===== src/rtl/pipe_ctrl_pkg.sv =====
// pipe_ctrl_pkg: shared types and stage map for the pipeline hazard controller.
package pipe_ctrl_pkg;

    localparam int unsigned DEF_NUM_STAGES = 7;

    // Stage indices of the current MIPS core (0 = youngest, 6 = commit)
    localparam int unsigned STG_PC  = 0;
    localparam int unsigned STG_IF  = 1;
    localparam int unsigned STG_ID  = 2;
    localparam int unsigned STG_EX  = 3;
    localparam int unsigned STG_MEM = 4;
    localparam int unsigned STG_WB  = 5;
    localparam int unsigned STG_CMT = 6;

    typedef enum logic [1:0] {
        RUN   = 2'd0,
        PEND  = 2'd1,
        DRAIN = 2'd2
    } ctrl_state_e;

endpackage


===== src/rtl/pipe_hazard_ctrl_prio.sv =====
// prio_stall_mask: finds the oldest stalling stage, returns the hold mask for
// it and every younger stage, plus the bubble position just downstream of it.
module prio_stall_mask #(
    parameter int unsigned NUM_STAGES = 7
) (
    input  logic [NUM_STAGES-1:0] req_i,
    output logic [NUM_STAGES-1:0] mask_o,
    output logic [NUM_STAGES-2:0] bubble_o
);

    logic [NUM_STAGES:0] w_above;

    // Prefix-OR from the commit end: stage j holds if it or any older stage stalls
    always_comb begin
        w_above = '0;
        for (int unsigned j = NUM_STAGES; j > 0; j--) begin
            w_above[j-1] = w_above[j] | req_i[j-1];
        end
        mask_o = w_above[NUM_STAGES-1:0];
    end

    // Bubble goes into the register right after the oldest stalling stage
    always_comb begin
        bubble_o = '0;
        for (int unsigned j = 0; j < NUM_STAGES - 1; j++) begin
            bubble_o[j] = req_i[j] & ~w_above[j+1];
        end
    end

endmodule


===== src/rtl/pipe_hazard_ctrl.sv =====
// pipe_hazard_ctrl: stall/flush controller for the MIPS pipeline.
// Holds flushes blocked by an older stall, drains a flush over FLUSH_CYCLES,
// and raises a sticky watchdog flag on long stalls.
// Optional performance counters are built when PIPE_PERF_CNT_EN is defined.
module pipe_hazard_ctrl
    import pipe_ctrl_pkg::*;
#(
    parameter int unsigned NUM_STAGES    = DEF_NUM_STAGES,
    parameter int unsigned IDX_W         = $clog2(NUM_STAGES),
    parameter int unsigned FLUSH_CYCLES  = 1,
    parameter int unsigned STALL_TIMEOUT = 1024,
    parameter int unsigned CNT_W         = 32
) (
    input  logic                  clk,
    input  logic                  rst,
    input  logic [NUM_STAGES-1:0] stall_req_i,
    input  logic                  flush_req_i,
    input  logic [IDX_W-1:0]      flush_src_i,
    output logic [NUM_STAGES-1:0] stall_o,
    output logic [NUM_STAGES-2:0] flush_o,
    output logic                  flush_busy_o,
    output logic                  stall_timeout_o,
    output logic [CNT_W-1:0]      perf_stall_cnt_o,
    output logic [CNT_W-1:0]      perf_flush_cnt_o
);

    localparam int unsigned DCNT_W = (FLUSH_CYCLES > 1) ? $clog2(FLUSH_CYCLES) : 1;
    localparam int unsigned WD_W   = $clog2(STALL_TIMEOUT + 1);

    localparam logic [IDX_W:0]    LP_NSTG       = (IDX_W+1)'(NUM_STAGES);
    localparam logic [IDX_W-1:0]  LP_LAST       = IDX_W'(NUM_STAGES - 1);
    localparam logic [DCNT_W-1:0] LP_DRAIN_INIT = DCNT_W'(FLUSH_CYCLES - 1);
    localparam logic [DCNT_W-1:0] LP_DRAIN_ONE  = DCNT_W'(1);
    localparam logic [WD_W-1:0]   LP_WD_MAX     = WD_W'(STALL_TIMEOUT);
    localparam logic [WD_W-1:0]   LP_WD_LAST    = WD_W'(STALL_TIMEOUT - 1);
    localparam logic [WD_W-1:0]   LP_WD_ONE     = WD_W'(1);

    ctrl_state_e         r_state;
    ctrl_state_e         w_state_nxt;
    logic [IDX_W-1:0]    r_src;
    logic [IDX_W-1:0]    w_src_nxt;
    logic [DCNT_W-1:0]   r_cnt;
    logic [DCNT_W-1:0]   w_cnt_nxt;
    logic [WD_W-1:0]     r_wd_cnt;
    logic                r_timeout;

    logic [IDX_W-1:0]      w_src_clamp;
    logic [IDX_W-1:0]      w_k;
    logic                  w_new_older;
    logic                  w_have_flush;
    logic                  w_blocked;
    logic                  w_apply;
    logic                  w_restart;
    logic                  w_any_stall;
    logic [NUM_STAGES-1:0] w_le_k;
    logic [NUM_STAGES-2:0] w_lt_k;
    logic [NUM_STAGES-1:0] w_req_eff;
    logic [NUM_STAGES-1:0] w_mask;
    logic [NUM_STAGES-2:0] w_bubble;

    // Effective flush source, blocking test and the stall requests left to honour
    always_comb begin
        w_src_clamp  = ({1'b0, flush_src_i} >= LP_NSTG) ? LP_LAST : flush_src_i;
        w_new_older  = flush_req_i && (w_src_clamp > r_src);
        w_have_flush = flush_req_i || (r_state != RUN);
        if (r_state == RUN || w_new_older) begin
            w_k = w_src_clamp;
        end else begin
            w_k = r_src;
        end
        w_le_k = '0;
        for (int unsigned j = 0; j < NUM_STAGES; j++) begin
            w_le_k[j] = (IDX_W'(j) <= w_k);
        end
        w_lt_k = '0;
        for (int unsigned j = 0; j < NUM_STAGES - 1; j++) begin
            w_lt_k[j] = (IDX_W'(j) < w_k);
        end
        w_blocked = |(stall_req_i & ~w_le_k);
        // Draining re-applies unconditionally; otherwise an older stall blocks
        w_apply   = w_have_flush && ((r_state == DRAIN) || !w_blocked);
        w_req_eff = w_apply ? (stall_req_i & ~w_le_k) : stall_req_i;
    end

    prio_stall_mask #(
        .NUM_STAGES(NUM_STAGES)
    ) u_prio (
        .req_i   (w_req_eff),
        .mask_o  (w_mask),
        .bubble_o(w_bubble)
    );

    // FSM state register with latched source and drain count
    always_ff @(posedge clk) begin
        if (rst) begin
            r_state <= RUN;
            r_src   <= '0;
            r_cnt   <= '0;
        end else begin
            r_state <= w_state_nxt;
            r_src   <= w_src_nxt;
            r_cnt   <= w_cnt_nxt;
        end
    end

    // FSM next state: pend on block, drain after apply, restart on an older source
    always_comb begin
        w_state_nxt = r_state;
        w_src_nxt   = r_src;
        w_cnt_nxt   = r_cnt;
        w_restart   = 1'b0;
        if (w_have_flush) begin
            w_src_nxt = w_k;
        end
        case (r_state)
            RUN, PEND: begin
                if (w_apply) begin
                    w_restart = 1'b1;
                end else if (w_have_flush) begin
                    w_state_nxt = PEND;
                end
            end
            DRAIN: begin
                if (w_new_older) begin
                    w_restart = 1'b1;
                end else if (r_cnt == LP_DRAIN_ONE) begin
                    w_state_nxt = RUN;
                end else begin
                    w_cnt_nxt = r_cnt - LP_DRAIN_ONE;
                end
            end
            default: w_state_nxt = RUN;
        endcase
        if (w_restart) begin
            w_state_nxt = (FLUSH_CYCLES > 1) ? DRAIN : RUN;
            w_cnt_nxt   = LP_DRAIN_INIT;
        end
    end

    // FSM outputs: an applied flush overrides stalls at or below its source
    always_comb begin
        stall_o      = w_apply ? (w_mask & ~w_le_k) : w_mask;
        flush_o      = w_apply ? (w_bubble | w_lt_k) : w_bubble;
        flush_busy_o = (r_state != RUN);
    end

    assign w_any_stall = |stall_o;

    // Watchdog: count consecutive stalled cycles, saturate, sticky flag
    always_ff @(posedge clk) begin
        if (rst) begin
            r_wd_cnt  <= '0;
            r_timeout <= 1'b0;
        end else if (w_any_stall) begin
            if (r_wd_cnt != LP_WD_MAX) begin
                r_wd_cnt <= r_wd_cnt + LP_WD_ONE;
            end
            if (r_wd_cnt >= LP_WD_LAST) begin
                r_timeout <= 1'b1;
            end
        end else begin
            r_wd_cnt <= '0;
        end
    end

    assign stall_timeout_o = r_timeout;

`ifdef PIPE_PERF_CNT_EN
    logic [CNT_W-1:0] r_perf_stall;
    logic [CNT_W-1:0] r_perf_flush;
    logic             w_first_apply;

    // A drain re-application is not a new flush
    assign w_first_apply = w_apply && (r_state != DRAIN);

    // Free-running wrap-around performance counters
    always_ff @(posedge clk) begin
        if (rst) begin
            r_perf_stall <= '0;
            r_perf_flush <= '0;
        end else begin
            if (w_any_stall) begin
                r_perf_stall <= r_perf_stall + CNT_W'(1);
            end
            if (w_first_apply) begin
                r_perf_flush <= r_perf_flush + CNT_W'(1);
            end
        end
    end

    assign perf_stall_cnt_o = r_perf_stall;
    assign perf_flush_cnt_o = r_perf_flush;
`else
    assign perf_stall_cnt_o = '0;
    assign perf_flush_cnt_o = '0;
`endif

endmodule


===== config.mk =====
export PLATFORM = sky130hd
export DESIGN_NAME = pipe_hazard_ctrl
export DESIGN_NICKNAME = d
export VERILOG_FILES = /design/src/rtl/pipe_ctrl_pkg.sv /design/src/rtl/pipe_hazard_ctrl_prio.sv /design/src/rtl/pipe_hazard_ctrl.sv
export SDC_FILE = /design/constraint.sdc
export NUM_CORES = 1
export LEC_CHECK = 0
export ABC_AREA = 1
export ABC_CLOCK_PERIOD_IN_PS = 5600
export CAP_MARGIN = 20
export CORE_MARGIN = 8
export CORE_UTILIZATION = 28
export DETAILED_ROUTE_END_ITERATION = 10
export GPL_TIMING_DRIVEN = 0
export PLACE_DENSITY_LB_ADDON = 0.2
export SLEW_MARGIN = 10
export SYNTH_ARGS = -nofsm -noshare
export SYNTH_HDL_FRONTEND = slang
export SYNTH_SLANG_ARGS = --single-unit

===== constraint.sdc =====
create_clock -name clk -period 5.6 [get_ports clk]
set_input_delay 1.12 -clock clk [delete_from_list [all_inputs] [get_ports clk]]
set_output_delay 1.12 -clock clk [all_outputs]
set_load 0.03 [all_outputs]

==> metrics.md <==
| Metric | Value |
|---|---|
| Die height | `between 90 and 100 um` |
| Reg2reg setup slack | `approximately 3.0 ns` |
| RSZ-0062 raised after global routing | `false` |
| Ratio of cells with drive above 1 in the final layout | `around 29%` |
| Startpoint class of the critical path | `input port` |
| Vias in the first global route | `between 1000 and 1500` |
| Iter 0 DRT Violations | `24` |
| Clock root cell | `clkbuf_8` |
| Fin. Hold Viols | `0` |
| Vias per cell | `approximately 3.5` |
| NumNets Final | `353` |
| Combinational share of power | `50.5%` |
| Clk pwr share | `between 20 and 25%` |
| Fmax achieved | `approximately 190 MHz` |
| I/O pin cnt | `92` |
| Net Sw Frac | `~42%` |
| Post-synth cell types | `26` |
| Pin count of the biggest net entering global routing | `11` |
| Initial Util | `28.85%` |
| Area Overhead vs Synth | `40.09%` |
| Post-Syn Area | `~1700 sq um` |
| Initial antenna violation count | `0` |
| Core area | `a little under 6000 sq um` |
| Slew headroom | `approximately 55%` |
| Post-cts sizing count | `0` |
| Maximum vdd ir drop | `about 0.19 mV` |
| # hold bufs at CTS | `0` |
| Die X | `93.87 um` |
| Grt ovf | `0` |
| Clk_lat worst skew | `approximately 0.25 ns` |
| Avg Synthesized Cell Area | `7.074 sq um` |
| Pin slew with the least headroom to its limit | `0.6725 ns` |
| MaxCap Viol Count | `0` |
| Post-synthesis sequential area ratio | `18.87%` |
| Most frequent cells in the layout | `64 x buf_4, 64 x conb_1, 36 x inv_1, 26 x nand2_1, 21 x nand3_1` |
| CP Capture Type | `output pin` |
| Placed instance count | `around 410` |
| Minimum clock period | `around 5.3 ns` |
| Total track usage | `between 8 and 9%` |
| Drt wl/cell | `8.998 um` |
| Internal | `roughly 260 uW` |
| Clk_skew | `between 0.002 and 0.0025 ns` |
| Post-Route WL | `about 3700 um` |
| Gp weighted congestion | `approximately 0.74` |
| Pwr dens | `192.8 nW/um^2` |
| Sw power | `just under 200 uW` |
| CTS buffer count | `3` |
| H-tree levels | `1` |
| Final Cycle Share | `a little over nine tenths` |
| Iteration count of the initial detailed-routing pass | `4` |
| Via count | `between 1000 and 1500` |
| Port Buf Inserts | `27` |
| Clock Path Buffers | `2` |
| Setup WS pre-CTS | `0.02466 ns` |
| Antenna Cells | `0` |
| Final setup fails | `0` |
| Layout Cells excl Fill | `around 400` |
| Setup bufs post-CTS | `0` |
| Synth Instances | `240` |
| Hold Worst Slack | `approximately 0.45 ns` |
| First-pass GRT wire length | `roughly 6300 um` |
| Die area | `a little under 9000 sq um` |
| PnR Total Power | `between 400 and 500 uW` |
| Sinks on Clock Net | `16` |
| Critical setup path kind | `in2out` |
| Fin util | `roughly two fifths` |
| Num rows | `28` |
| Req. time, crit path | `approximately 4.5 ns` |
| Yosys Warn Count | `0` |
| CTS tree | `yes` |
| Routed Antenna Nets | `0` |
| Placed cell areas | `~2300 sq um` |
| Setup WS post-layout | `approximately 0.33 ns` |
| Worst EP arrival | `slightly above 4 ns` |
| Status | `finished clean` |
| Yosys reg bits | `16` |
| Fin area | `~2400 sq um` |
| Sequential Power Share | `between 20% and 30%` |
| DR DRC count | `0` |
| Filler cells | `a little over 600` |
| Leak | `around 1.3 nW` |
| Max-slew violations | `0` |
| Clock-pin slew on the worst setup and hold paths | `0.06 ns` |
| HP Class | `reg2reg` |
| Final setup TNS | `0 ns` |
| HPWL after DPL | `3273 um` |
| Crit path max fanout | `10` |
-- power groups by stage --
| stage | Clock (mW) | Sequential (mW) | Combinational [mW] |
|---|---|---|---|
| final | 0.102 | 0.125 | 0.232 |
| after global routing | 0.111 | 0.125 | 0.255 |
| after global placement | 0 | 0.127 | 0.230 |
| after CTS | 0.106 | 0.125 | 0.231 |
| after detailed placement | 0 | 0.127 | 0.230 |
| after floorplan | 0 | 0.128 | 0.184 |
-- registers in the layout (all words and copies together), names as in the netlist --
register and count:
r_wd_cnt 11, stall_timeout_o 1, r_src 3, r_state 1
-- per-layer routing --
metal	up-vias	wire length (um)	track usage [%]
li1	809	-	-
met1	590	1451	8.391
met2	48	1853	16.10
met3	0	375	3.597
met4	0	0	0.9247
met5	-	0	0
-- cell usage after synthesis (all sizes together) --
cell,instances,share of area [%]
or2,1,0.37
o41ai,1,0.96
nand3,22,7.2
clkbuf,1,0.22
xor2,10,5.2
nor3,6,1.8
nor4,3,1.1
o21ai,7,2.3
ha,5,3.7
nor2,17,5.7
nand2,37,11
a21oi,8,2.4
conb,1,0.22
nand4,3,2.0
buf,65,29
dfxtp,16,19
inv,37,8.2
-- worst paths after layout --
path | startpoint | endpoint | cells past startpoint
worst max register to register | r_src[2] | r_wd_cnt[1] | 19
worst max-delay path | flush_src_i[2] | stall_o[4] | 22
worst min register to register | stall_timeout_o | stall_timeout_o | 2
worst min-delay path | stall_timeout_o | stall_timeout_o | 2
-- cell type report --
type                       instances  area (sq um)  area share (%)
sequential                        16         320.3           13.47
inverter                          37         138.9           5.839
buffer                            66         495.5           20.83
tap                               75         93.84           3.945
multi-input combinational        184         984.7           41.40
timing repair buffer              27         290.3           12.20
clock buffer                       4         55.05           2.315
-- cells by family (layout without fill, tap and decap cells) --
family / count (synthesis) / count (layout) / share of synthesized area [%]
flip-flops: 16 / 16 / 18.87
other: 1 / 64 / 0.2209
AND/OR/NAND/NOR: 89 / 89 / 29.11
AO/OA/AOI/OAI: 16 / 16 / 5.601
XOR/XNOR: 10 / 10 / 5.158
adder cells (fa/ha/maj): 5 / 5 / 3.685
buffers and inverters: 103 / 134 / 37.36
-- worst max-delay path, cell delays in order --
cell and delay, ns:
clkdlybuf4s50_1 0.50, inv_1 0.09, o21ai_0 0.25, ha_1 0.28
nand3_1 0.08, nand2_1 0.05, inv_1 0.08, nand2_4 0.08
nand2_4 0.09, nand2_1 0.07, nand2_2 0.10, nand2_1 0.07
nand2_1 0.07, nand2_1 0.05, nand2_2 0.10, nor2_4 0.05
nand2_4 0.11, o21ai_2 0.08, inv_2 0.06, a21oi_1 0.03
inv_1 0.06, clkdlybuf4s50_1 0.66
Power figures use the tool's default switching activity.
==> edit: new RTL, same flow settings <==
The 3 states of `ctrl_state_e` get a one-hot encoding in 3 bits.
--- a/src/rtl/pipe_ctrl_pkg.sv
+++ b/src/rtl/pipe_ctrl_pkg.sv
@@ -13,8 +13,8 @@
     localparam int unsigned STG_CMT = 6;
 
-    typedef enum logic [1:0] {
-        RUN   = 2'd0,
-        PEND  = 2'd1,
-        DRAIN = 2'd2
+    typedef enum logic [2:0] {
+        RUN   = 3'b001,
+        PEND  = 3'b010,
+        DRAIN = 3'b100
     } ctrl_state_e;
 
Check against the original RTL: no difference found for any inputs over 10 cycles, from zero or initial values and one cycle with rst high; not proved beyond that.
==> edit against the unedited design <==
  * Power increased by 47%
  * Hold slack improved by 0.0064 ns
  * Sequential cell count increased by 1
  * Critical endpoint is now stall_o[1]
  * Non-clock buffer count increased by 1
  * Clock power decreased by 12%
  * Maximum frequency decreased by 0.18%
  * Critical path depth decreased by 5
  * Final area decreased by 0.79%
  * Wire length increased by 3.8%
  * Highest routed layer is now met4
  * Register-to-register slack about the same
  * Worst setup slack got worse by 0.0095 ns
  * Core utilization decreased by 0.32 points
  * Area after synthesis about the same
==> edit: results (changes against the unedited design) <==
run status=completed (unchanged); reg-to-reg critical path endpoint=r_wd_cnt[6] (was r_wd_cnt[1]); power of the sequential group=153 uW (was 125 uW); Min Hold Slack=0.457 ns (was 0.451 ns); number of DRC markers in iteration 0=22 (was 24); inverter count=39 (was 37); met2 demand-to-capacity share in global routing=0.146 (was 0.161); Routed wire per std cell=9.18 um (was 9.00 um); Power Combinational=432 uW (was 232 uW); R2R Setup Slk=3.01 ns (was 3.00 ns); vias in the first global route=1,350 (was 1,373); Buffers excl. clock=94 (was 93); largest registers ranked by flip-flop count=r_wd_cnt x11, r_src x3, r_state x2 (was r_wd_cnt x11, r_src x3); fraction of layout instances using a drive strength above 1=0.232 (was 0.290); synthesis-to-layout area growth=39.1% (was 40.1%); net total in the final layout=361 (was 353); FF+latch count, synth=17 (was 16); GRT Util Overall=0.0832 (was 0.0842); Non-clock buffers, area share=0.334 (was 0.330); data arrival time at the worst-slack endpoint=4.16 ns (was 4.15 ns); period utilisation layout=0.943 (was 0.941); adder and majority gate portion of the synthesized area=0.0442 (was 0.0368); Placed Cells=412 (was 405); placed cell area=2300 sq um (about the same); launch point of the critical path=flush_src_i[1] (was flush_src_i[2]); post-detailed-routing wire length=3820 um (was 3680 um); share of the yosys chip area belonging to registers=0.201 (was 0.189); critical path capture point=stall_o[1] (was stall_o[4]); worst voltage drop across the vdd grid=0.117 mV (was 0.186 mV); #MultiIn Comb=187 (was 184); Mapped Avg Cell Area=6.87 sq um (was 7.07 sq um); slew at the pin with the worst max-slew slack=0.658 ns (was 0.673 ns); fraction of standard cell area in multi-input logic=0.401 (was 0.414); via/cell ratio=3.51 (was 3.54); portion of the layout cell area used by clock cells=0.0191 (was 0.0231); top cell types by occurrence after synthesis=64 x sky130_fd_sc_hd__buf_4, 40 x sky130_fd_sc_hd__nand2_1, 39 x sky130_fd_sc_hd__inv_1, 17 x sky130_fd_sc_hd__dfxtp_1, 15 x sky130_fd_sc_hd__nand3_1 (was 64 x sky130_fd_sc_hd__buf_4, 36 x sky130_fd_sc_hd__inv_1, 26 x sky130_fd_sc_hd__nand2_1, 21 x sky130_fd_sc_hd__nand3_1, 16 x sky130_fd_sc_hd__dfxtp_1); largest cells by area after synthesis=sky130_fd_sc_hd__buf_4 28%, sky130_fd_sc_hd__dfxtp_1 20%, sky130_fd_sc_hd__nand2_1 8.8%, sky130_fd_sc_hd__inv_1 8.6%, sky130_fd_sc_hd__xor2_1 4.6% (was sky130_fd_sc_hd__buf_4 28%, sky130_fd_sc_hd__dfxtp_1 19%, sky130_fd_sc_hd__inv_1 8.0%, sky130_fd_sc_hd__nand3_1 6.2%, sky130_fd_sc_hd__nand2_1 5.7%); post-placement setup slack=0.0462 ns (was 0.0247 ns); post-synthesis xor/xnor area fraction=0.0465 (was 0.0516); met1 track demand over resource in global routing=0.0933 (was 0.0839); power consumption=675 uW (was 459 uW); Final HPWL DP=3360 um (was 3270 um)
-- edit: cell count changes in the layout (fill, tap and decap cells not counted), moves of 2 or more --
| cell | delta |
|---|---|
| sky130_fd_sc_hd__nand2_1 | +14 |
| sky130_fd_sc_hd__nor2_2 | -9 |
| sky130_fd_sc_hd__nor2_1 | +8 |
| sky130_fd_sc_hd__nand3_1 | -6 |
| sky130_fd_sc_hd__nand2_2 | -4 |
| sky130_fd_sc_hd__a21oi_1 | -3 |
| sky130_fd_sc_hd__inv_1 | +3 |
| sky130_fd_sc_hd__o211ai_1 | +3 |
| sky130_fd_sc_hd__nand2_4 | -2 |
-- edit: layer usage --
| layer | share of wire | vias up |
|---|---|---|
| met5 | 0 | - |
| met4 | 0.0076 | 0 |
| met3 | 0.087 | 4 |
| met2 | 0.48 | 46 |
| met1 | 0.42 | 584 |
| li1 | - | 826 |
